--- src/rtl/switch_debouncer.sv ---
// rtl/switch_debouncer.sv - two independent synchronize-and-debounce channels
// A level change is accepted only after DEBOUNCE_CYCLES consecutive synchronized samples.

module debounceChannel #(
    parameter int DEBOUNCE_CYCLES = 1000000
) (
    input  logic clk,
    input  logic rst,
    input  logic sw,
    output logic level,
    output logic chg
);
    localparam int CNT_W = $clog2(DEBOUNCE_CYCLES);
    localparam logic [CNT_W-1:0] CNT_LAST = CNT_W'(DEBOUNCE_CYCLES - 1);

    typedef enum logic {STABLE, PENDING} stateType;

    stateType         state, nextState;
    logic             s1, s2;
    logic [CNT_W-1:0] cnt, nextCnt;
    logic             nextLevel, nextChg;

    always_ff @(posedge clk) begin
        if (rst) begin
            s1    <= 1'b0;
            s2    <= 1'b0;
            state <= STABLE;
            cnt   <= '0;
            level <= 1'b0;
            chg   <= 1'b0;
        end else begin
            s1    <= sw;
            s2    <= s1;
            state <= nextState;
            cnt   <= nextCnt;
            level <= nextLevel;
            chg   <= nextChg;
        end
    end

    // Any sample that agrees with the current level drops back to STABLE with a cleared count.
    always_comb begin
        nextState = STABLE;
        nextCnt   = '0;
        nextLevel = level;
        nextChg   = 1'b0;
        if (s2 != level) begin
            if (state == PENDING && cnt == CNT_LAST) begin
                nextLevel = s2;
                nextChg   = 1'b1;
            end else begin
                nextState = PENDING;
                nextCnt   = (state == STABLE) ? CNT_W'(1) : cnt + CNT_W'(1);
            end
        end
    end
endmodule

module switch_debouncer #(
    parameter int DEBOUNCE_CYCLES = 1000000
) (
    input  logic clk,
    input  logic rst,
    input  logic swA,
    input  logic swB,
    output logic A,
    output logic B,
    output logic A_chg,
    output logic B_chg
);
    generate
        if (DEBOUNCE_CYCLES < 2) begin : gBadParam
            $error("switch_debouncer: DEBOUNCE_CYCLES must be at least 2");
        end
    endgenerate

    debounceChannel #(.DEBOUNCE_CYCLES(DEBOUNCE_CYCLES)) chanA (
        .clk   (clk),
        .rst   (rst),
        .sw    (swA),
        .level (A),
        .chg   (A_chg)
    );

    debounceChannel #(.DEBOUNCE_CYCLES(DEBOUNCE_CYCLES)) chanB (
        .clk   (clk),
        .rst   (rst),
        .sw    (swB),
        .level (B),
        .chg   (B_chg)
    );
endmodule

--- config.mk ---
export PLATFORM = sky130hd
export DESIGN_NAME = switch_debouncer
export DESIGN_NICKNAME = d
export VERILOG_FILES = /design/src/rtl/switch_debouncer.sv
export SDC_FILE = /design/constraint.sdc
export NUM_CORES = 1
export LEC_CHECK = 0
export ABC_AREA = 1
export ABC_CLOCK_PERIOD_IN_PS = 1600
export CAP_MARGIN = 20
export CORE_MARGIN = 3
export CORE_UTILIZATION = 50
export CTS_CLUSTER_DIAMETER = 60
export DETAILED_ROUTE_END_ITERATION = 12
export PLACE_DENSITY = 0.66
export SLEW_MARGIN = 30
export SYNTH_ARGS = -nofsm -noshare
export SYNTH_HDL_FRONTEND = slang
export SYNTH_SLANG_ARGS = --single-unit
--- constraint.sdc ---
create_clock -name clk -period 1.6 [get_ports clk]
set_input_delay 0.4 -clock clk [delete_from_list [all_inputs] [get_ports clk]]
set_output_delay 0.4 -clock clk [all_outputs]
set_load 0.1 [all_outputs]
# Word level (Yosys, flattened, before mapping)
# Index checks and enable logic that the tools add are counted.
# word_totals
in_bits	4
regBits	50
wordCells	40
out_inout_bits	4
# classes
n_eq_ne	4
n_bitwise	4
n_mux	6
n_reduce_logical	10
addsub	2
# op_table
cell	n
20-bit by 1-bit adder with 20-bit output, second input constant	2
20-bit equality test, second input constant	2
4-bit OR reduction	2
1-bit two-way mux	6
3-bit OR reduction	2
1-bit inverter	4
2-bit AND reduction	2
2-bit OR reduction	2
1-bit logical AND	2
1-bit != test	2

# Depth between registers and ports, before layout
# depth
ltp_word	3
ltp_mapped	9
ltp_nobuf	9

# Cells and area by module
# Synthesis repeated with hierarchy kept, for this count alone.
# unflattened
hier_cells	390
area_unflattened_um2	2560.0
# modules_own_cells
mod	seq_area_each_um2	instances	cells_per_inst	area_each_um2
debounceChannel	500.5	2	195	1280.0

# Worst setup path after synthesis
# OpenSTA, ideal clock, no wires.
# synth_timing
path_type	reg-to-reg
start	reg chanA.level
end	reg chanA.cnt[16]
period_less_slack_ns	1.792
setup_slack_ns	-0.192
t_required_ns	1.536
setup_ns	0.064
stages_incl_launch_ff	6
arrival_ns	1.728
path_buffers	1
path_cell_list	dfxtp_1 > xnor2_1 > nor2_1 > nand3_2 > buf_6 > nor2_1
# synth_between
elab_chain_len	3
# synth_rtl
element	line_no	text
from (decl)	10	output logic level,
from (signal assigned)	36	level <= nextLevel;
1-bit != test	47	if (s2 != level) begin
1-bit inverter (no line)	n/a	
4-bit OR reduction (no line)	n/a	
to (signal assigned)	35	cnt <= nextCnt;
to (decl)	20	logic [CNT_W-1:0] cnt, nextCnt;
# Every way passes these cells.
# A chain may end at the register's enable or synchronous reset.

# Worst setup path after layout
# layout_timing
start	reg chanB.cnt[0]
end	reg chanB.cnt[18]
# layout_between
elab_chain_len	3
elab_cells_between_ends	4
classes_between	add/sub: 1; eq/ne: 1; reduce/logical: 2
# layout_rtl
element	line_no
from (decl)	20
from (signal assigned)	35
parallel branches: the longest is 3 deep, another holds 20-bit by 1-bit adder with 20-bit output	n/a
# Several ways; the timed one is not identified.

==> reports/metrics.cfg <==
[setup_path]
crit_end = chanB.cnt[18]$_SDFF_PP0_
ff2ff_setup_slack_ns = 0.17
crit_path_max_incr_delay_ns = 0.38
cp_common_cell = nor2_1
critPathRequiredTime_ns = 1.79
path_cells = ha_2, nand3_2, nor2_2, nand2_2, nor2_1, nand3_1, nand2_1, nor2_1
r2r-start = chanB.cnt[0]$_SDFF_PP0_
startpoint_type = flop
reg2reg_depth = 8
critical_path.startpoint = chanB.cnt[0]$_SDFF_PP0_
cp_data_arrival_time_ns = 1.63
crit_fanout = 4
timing_worst_setup_path_type = reg -> reg
cp-end-kind = flop
r2r-end = chanB.cnt[18]$_SDFF_PP0_
slowest_stage = dfxtp_2

[cts]
clkTransAtPathRegs_ns = 0.09
htreeDepth = 2
cts_tree = yes
clkLatencyLatePin_ns = 0.30
cts_buffer_depth = 2
cts.sinks = 50
hold_buffers = 0
post_cts_buffers = 0
root_buffer = clkbuf_8
numCtsBuffers = 5

[timing]
skew_ns = 0.00579
setup_viol = 0
layout_min_cycle_time_ns = 1.43
period_share_pct = 89.7
tns_ns = 0
worst_slew_pin_slew_ns = 0.318
slew_headroom_pct = 78.8
finalMaxSlewViolations = 0
hold_ws_ns = 0.412
hold_viol = 0
timing.fmax_mhz = 697
rsz0062_at_grt = false

[floorplan]
die_h_um = 78.2
dieArea_mm2 = 0.00612
die_x_um = 78.2
start_util_pct = 53.4
pin_count = 8
row_count = 25
core_area_mm2 = 0.00488

[yosys]
syn-num-nets = 396
seq_area_frac_synth_pct = 38.4
synth_edf_count = 0
yosysWarnings = 0
synth_top_area_share_pct = 38.4
synth_cells = 390
synthFlopType = dfxtp_1
yosys-top-cells-area = dfxtp_1 38%, nor2_1 15%, nand2_1 13%
synth_area_mm2 = 0.00261
post-synth-top-area-cell = dfxtp_1
synthDistinctLibCells = 26
syn_area_per_cell_um2 = 6.69
async_flop_share_pct = 0
ys_ff_latch = 50

[global_routing]
grt_pass1_wl_um = 9780
antenna_found_initial = 0
grt_pass1_vias = 2130
grt_max_degree = 20
grt_remaining_overflow = 0
grt.total_usage_pct = 20.0

[routing]
viasPerCell = 4.84
num_vias = 2310
routedWlPerCell_um = 11.6
dr.first_iter.drc_count = 180
postRouteAntennaNets = 0
drt_pass1_iterations = 4
wirelength_um = 5550
drc = 0

[placement]
post-place-cells = 469
gp_congestion = 0.857
dp.final_hpwl_um = 4260
portBuffers = 7

[power_and_ir_drop]
vdd_drop_max_mv = 0.533
total_power_mw = 2.17
p_leak_nw = 0.899
powerDensity_mw_per_mm2 = 733

[outcome]
outcome = completed

[min_path]
hold_path_class = reg -> reg
holdPathStages = 2

[final_layout]
fillers = 500
layout-drive-gt1-share_pct = 10.5
n_antenna_cell = 0
areaGrowthSynthToFinish_pct = 13.6
layout.cells.non_filler = 477
fin_nets = 415
final_core_util_pct = 60.7

[job]
cap_violations = 0

## kinds of logic (layout without fill, tap and decap cells)
group	after synthesis	after routing	synth area share [%]
compound gates	22	22	4.32
xor+xnor	21	21	7.05
fa+ha+maj	2	2	0.960
buf+inv	46	66	7.25
flops	50	50	38.4
simple gates	249	249	42.0
## state kept, by name, indices dropped and copies added, names as in the netlist
signal / count
chanA.cnt: 20
chanB.cnt: 20
chanA.chg: 1
chanA.level: 1
chanA.s1: 1
chanA.s2: 1
chanA.state: 1
chanB.chg: 1
chanB.level: 1
chanB.s1: 1
chanB.s2: 1
chanB.state: 1
## timing repair
action                                 4_1_cts  5_1_grt
setup endpoints to repair                    0        6
endpoints found under the hold margin        0        0
resized for setup                            0        3
## worst max-delay path, delay by kind of cell, from the launching register on
family                     cells  cell delay [ns]
and+or+nand+nor                7             0.75
adders and majority gates      1             0.21
DFF                            1             0.38
## cells in the mapped netlist (5+ instances only)
cell       n
a21oi_1   14
dfxtp_1   50
inv_1     42
nand2_1   87
nand2_2    5
nand3_1   22
nand4_1    7
nor2_1   104
nor2_2     5
nor3_1     6
o21ai_0    6
xnor2_1    7
xor2_1    14
## metal layers
layer  share of wire (%)  global-route usage (%)  up-vias
met5                   0                       0        -
li1                    -                       -     1246
met1                  56                    30.8     1012
met2                  38                    28.0       45
met3                 5.0                    4.01        7
met4                 1.2                    5.77        0
## power breakdown
part	total [mW]	switching [mW]	internal, mW
sequential	1.26	0.00531	1.25
combinational	0.0310	0.0146	0.0164
clock	0.885	0.416	0.469
total	2.17	0.436	1.74
## placed cells by master (no fill, tap or decap), types with 3 or more instances in the layout
cell             count
nor2_1             103
nand2_1             87
dfxtp_1             47
inv_1               42
nand3_1             22
xor2_1              14
a21oi_1             14
xnor2_1              7
nand4_1              7
buf_4                7
nor3_1               6
nor2_2               6
o21ai_0              6
nand2_2              5
clkbuf_8             5
buf_12               5
nand3_2              4
dfxtp_2              3
clkdlybuf4s50_1      3
## final cells by class
| type | count | area [um^2] | share of cell area [%] |
|---|---|---|---|
| multi-input combinational | 294 | 1420 | 48.0 |
| sequential | 50 | 1000 | 33.9 |
| timing repair buffer | 15 | 183 | 6.17 |
| inverter | 43 | 161 | 5.45 |
| tap | 67 | 83.8 | 2.83 |
| clock buffer | 7 | 76.3 | 2.58 |
| clock inverter | 1 | 30.0 | 1.01 |
## worst min path at each step
stage	endpoint	slack, ns	startpoint
after CTS	chanB.s2$_SDFF_PP0_	0.42	chanB.s1$_SDFF_PP0_
after global placement	chanB.s2$_SDFF_PP0_	0.39	chanB.s1$_SDFF_PP0_
final	chanB.s2$_SDFF_PP0_	0.41	chanB.s1$_SDFF_PP0_
after global routing	chanB.s2$_SDFF_PP0_	0.43	chanB.s1$_SDFF_PP0_
after detailed placement	chanB.s2$_SDFF_PP0_	0.41	chanB.s1$_SDFF_PP0_
after floorplan	chanA.s2$_SDFF_PP0_	0.39	chanA.s1$_SDFF_PP0_
## per-stage QoR
stage               worst slack [ns]  cell area (um^2)
detailed placement           -0.0447              2850
floorplan                      0.144              2610
CTS                           0.0529              2960
global placement             0.00356              2850
finish                         0.165              2960
global route                  0.0169              2960
(Power assumes the default switching activity.)
==> RTL edit 1 (same flow settings) <==
Register the output `A`; this adds one clock of latency there. The other outputs are not delayed to match. Comments in the files are not updated.
--- a/src/rtl/switch_debouncer.sv
+++ b/src/rtl/switch_debouncer.sv
@@ -68,6 +68,8 @@
     output logic A_chg,
     output logic B_chg
 );
+
+    logic A_d;
     generate
         if (DEBOUNCE_CYCLES < 2) begin : gBadParam
             $error("switch_debouncer: DEBOUNCE_CYCLES must be at least 2");
@@ -78,7 +80,7 @@
         .clk   (clk),
         .rst   (rst),
         .sw    (swA),
-        .level (A),
+        .level (A_d),
         .chg   (A_chg)
     );
 
@@ -89,5 +91,9 @@
         .level (B),
         .chg   (B_chg)
     );
+    always_ff @(posedge clk) begin
+        A <= A_d;
+    end
+
 endmodule
 
Function: same outputs for any inputs over 10 cycles, from zero or initial values and one cycle with rst high; that may be too few to reach the edited logic, so the function may still have changed.
==> RTL edit 1 against the original RTL <==
Total power is 9.5% higher; clock power grew 21%; synthesized area is 0.77% higher; final area grew 1.8%; setup slack worse by 0.028 ns; sequential cell count up 1; routed wire length is 1.4% lower.
==> RTL edit 1: results <==
route:
  drtIter0Drc: 161
  wl_per_cell_um: 11.5
  routed-wl-met3_um: 372
  vias: 2350
timing:
  max_freq_ghz: 0.684
  worstMarginPinSlew_ns: 0.326
  skew_ns: 0.00608
  holdWs_ns: 0.391
critical_path:
  max_stage_delay_ns: 0.36
  slowest_stage: "dfxtp_1"
  ff2ff_setup_slack_ns: 0.14
  critical_path_arrival_ns: 1.66
placement:
  place_area_sq_mm: 0.00287
  place_hpwl_mm: 4.25
  dp_slack_ns: -0.0731
final_layout:
  drive_above_1_share_pct: 10.7
  layout.cells.non_filler: 478
power_and_ir_drop:
  leakagePower_nw: 0.919
  peakVddDrop_v: 0.000556
  p_sw_share_pct: 19.4
grt:
  met3_usage_pct: 3.56
  first_global_vias: 2113
  grt_pass1_wl_mm: 9.51
  met1_usage_pct: 29.1
run_status:
  status: "finished clean"
synth:
  ys_seq_area_share_pct: 38.9
  syn_nets: 397
  syn-mean-instance-area_sq_um: 6.72
  synthTopCellsByCount: "nor2_1 (104), nand2_1 (87), dfxtp_1 (51)"
-- RTL edit 1: changes by cell type in the layout (fill, tap and decap cells not counted) --
| cell | before | now |
|---|---|---|
| clkinvlp_4 | 0 | 1 |
| bufinv_16 | 1 | 2 |
| nor2_4 | 2 | 3 |
| dfxtp_1 | 47 | 49 |
| dfxtp_2 | 3 | 2 |
| clkbuf_1 | 2 | 0 |
| nor2_2 | 6 | 5 |
-- RTL edit 1: area by class of cell --
| cell class | count | area [sq um] |
|---|---|---|
| tap | 67 | 83.8 |
| clock buffer | 5 | 68.8 |
| inverter | 43 | 161 |
| clock inverter | 3 | 67.6 |
| multi-input combinational | 294 | 1430 |
| fill | 497 | 1900 |
| sequential | 51 | 1020 |
| timing repair buffer | 15 | 183 |
-- RTL edit 1: worst paths after layout --
| check | start | cells after the start | end |
|---|---|---|---|
| min | chanA.level | 0 | A |
| min reg2reg | chanA.level | 0 | A |
| max | chanB.cnt[1] | 8 | chanB.cnt[18] |
| max reg2reg | chanB.cnt[1] | 8 | chanB.cnt[18] |
-- RTL edit 1: cell families after synthesis --
family / after synthesis / synth area share, %
compound gates: 22 / 4.29
xor+xnor: 21 / 7.00
fa+ha+maj: 2 / 0.952
buf+inv: 46 / 7.19
flops: 51 / 38.9
simple gates: 249 / 41.7
-- RTL edit 1: timing repair --
action                                 4_1_cts  5_1_grt
gates resized for setup                      0        4
setup endpoints to repair                    0       11
buffers inserted                             0        0
hold buffers                                 0        0
endpoints found under the hold margin        0        0
-- RTL edit 1: power groups by stage --
stage	sequential (mW)	clock, mW	combinational, mW
2_1_floorplan	1.31	0	0.0139
3_3_place_gp	1.31	0	0.0302
3_5_place_dp	1.31	0	0.0311
4_1_cts	1.28	1.09	0.0312
5_1_grt	1.28	1.14	0.0352
6_report	1.28	1.07	0.0308
==> RTL edit 2 (same settings) <==
Without the edit above. `DEBOUNCE_CYCLES` is set to 1000000 in 2 places; all go to 2000000.
--- a/src/rtl/switch_debouncer.sv
+++ b/src/rtl/switch_debouncer.sv
@@ -2,7 +2,7 @@
 // A level change is accepted only after DEBOUNCE_CYCLES consecutive synchronized samples.
 
 module debounceChannel #(
-    parameter int DEBOUNCE_CYCLES = 1000000
+    parameter int DEBOUNCE_CYCLES = 2000000
 ) (
     input  logic clk,
     input  logic rst,
@@ -57,7 +57,7 @@
 endmodule
 
 module switch_debouncer #(
-    parameter int DEBOUNCE_CYCLES = 1000000
+    parameter int DEBOUNCE_CYCLES = 2000000
 ) (
     input  logic clk,
     input  logic rst,
Behaviour: same outputs for any inputs over 10 cycles, from zero or initial values and one cycle with rst high; that may be too few to reach the edited logic, so the function may still have changed.
==> RTL edit 2 against the original RTL <==
Sequential cell count up 2; sequential share of layout area up 0.30 points; worst hold slack worse by 0.0081 ns; setup slack worse by 0.017 ns; final area up 3.0%; synthesized area up 3.6%; routed wire length down 3.2%; synthesized cell count up 0.26%; via count up 1.5%; die area up 3.3%; critical path depth down 1; largest power group unchanged; critical path type unchanged; total power up 2.5%.
==> RTL edit 2: results <==
route:
  wl_per_cell_um: 11.2
  drc_errors: 0
  vias_per_cell: 4.88
  ant_nets: 0
  drtIter0Drc: 126
critical_path:
  ff2ff_setup_slack_ns: 0.15
  startpoint: "chanA.cnt[1]"
  reg2reg_to: "chanA.cnt[16]"
  r2r_cells: 7
  critPathCaptureType: "flop"
  critical_path_arrival_ns: 1.66
  crit_fanout: 20
placement:
  gp_congestion: 0.854
  io_buffers: 7
  dp_cells: 472
  place_hpwl_mm: 4.15
final_layout:
  drive_above_1_share_pct: 12.2
  antenna_cells: 0
  n_fill_cell: 475
  layout.cells.non_filler: 480
  reg_top3: "chanA.cnt: 21 flops, chanB.cnt: 21 flops"
  final_net_count: 415
power_and_ir_drop:
  leakagePower_nw: 0.959
  peakVddDrop_v: 0.000650
timing:
  skew_ns: 0.00685
  worstMarginPinSlew_ns: 0.369
synth:
  synthTopCellsByCount: "nand2_1 (90), nor2_1 (90), dfxtp_1 (52)"
  netlist_instances: 391
  async_reset_ff_share_pct: 0
  synthTopCellsByArea: "dfxtp_1 (39%), nand2_1 (13%), nor2_1 (13%), inv_1 (6.1%), nand3_1 (4.8%)"
  ys_types: 26
  ys_seq_area_share_pct: 38.6
  syn_nets: 397
floorplan:
  start_util_pct: 52.2
grt:
  grt_pass1_wl_mm: 9.98
  first_global_vias: 2225
  grt_usage_pct: 19.4
  grt_max_degree: 21
cts:
  numCtsBuffers: 5
  cts_setup_buffers: 0
  cts.repair.resized: 0
  clk_pin_slew_ns: 0.09
  ctsLongestPathBuffers: 2
run_status:
  status: "finished clean"
hold_path:
  holdCritStartpoint: "chanB.s1"
==> RTL edit 2: cell types whose count changed after synthesis, moves of 3 or more <==
cell / unedited run / this run
nor2_4: 2 / 8
nor2_1: 104 / 90
nand3_2: 4 / 8
nor2_2: 5 / 2
o21ai_0: 6 / 1
nor3_1: 6 / 9
nand2_1: 87 / 90
nand3_1: 22 / 26
==> RTL edit 2: worst max-delay path, cell delays in order, from the launching register on <==
cell and delay (ns):
dfxtp_1 0.38, ha_1 0.19, nand3_2 0.14, nor2_1 0.14, nand3_1 0.16, nand3_2 0.13
buf_12 0.15, nor2_1 0.05
==> RTL edit 2: layer usage <==
layer  routed length [um]  track usage, %  share of wire [%]  up-vias
li1                     -               -                  -     1248
met1                 2930            28.5                 55     1046
met2                 2160            29.0                 40       43
met3                  225            3.95                4.2        7
met4                   51            4.98               0.95        0
met5                    0               0                  0        -
==> RTL edit 2: kinds of logic (layout without fill, tap and decap cells) <==
group                    Yosys count  after routing  share of synthesized area, %
XOR/XNOR                          22             22                          7.14
buffers and inverters             49             68                          7.65
AO/OA/AOI/OAI                     16             16                          3.06
flip-flops                        52             52                          38.6
adder cells (fa/ha/maj)            2              2                         0.927
AND/OR/NAND/NOR                  250            250                          42.7
==> RTL edit 2: layout make-up <==
class                   instances  area share (%)
inverters                      44            5.42
flip-flops and latches         52            34.2
repair buffers                 16            6.24
multi-input cells             290            47.7
clock buffers                   6            2.38
clock inverters                 2            1.15
well taps                      70            2.87
==> RTL edit 2: power by group <==
part	internal, mW	total (mW)	switching [mW]
sequential	1.30	1.30	0.00431
combinational	0.0176	0.0320	0.0144
clock	0.465	0.890	0.426
total	1.78	2.23	0.444
==> RTL edit 2: how the worst min path moves through the flow <==
stage	to
2_1_floorplan	chanA.s2
3_3_place_gp	chanA.s2
3_5_place_dp	chanB.s2
4_1_cts	chanB.s2
5_1_grt	chanA.s2
6_report	chanB.s2
==> RTL edit 2: metrics by stage <==
step / utilization [%] / setup slack [ns] / hold slack, ns / area (sq um)
after floorplan: - / 0.213 / 0.388 / 2700
final: 59.0 / 0.148 / 0.404 / 3050
after global placement: 56.8 / 0.0534 / 0.394 / 2940
after detailed placement: 56.8 / 0.0270 / 0.392 / 2940
after CTS: 58.9 / 0.130 / 0.405 / 3050
after global routing: 59.0 / 0.00445 / 0.421 / 3050
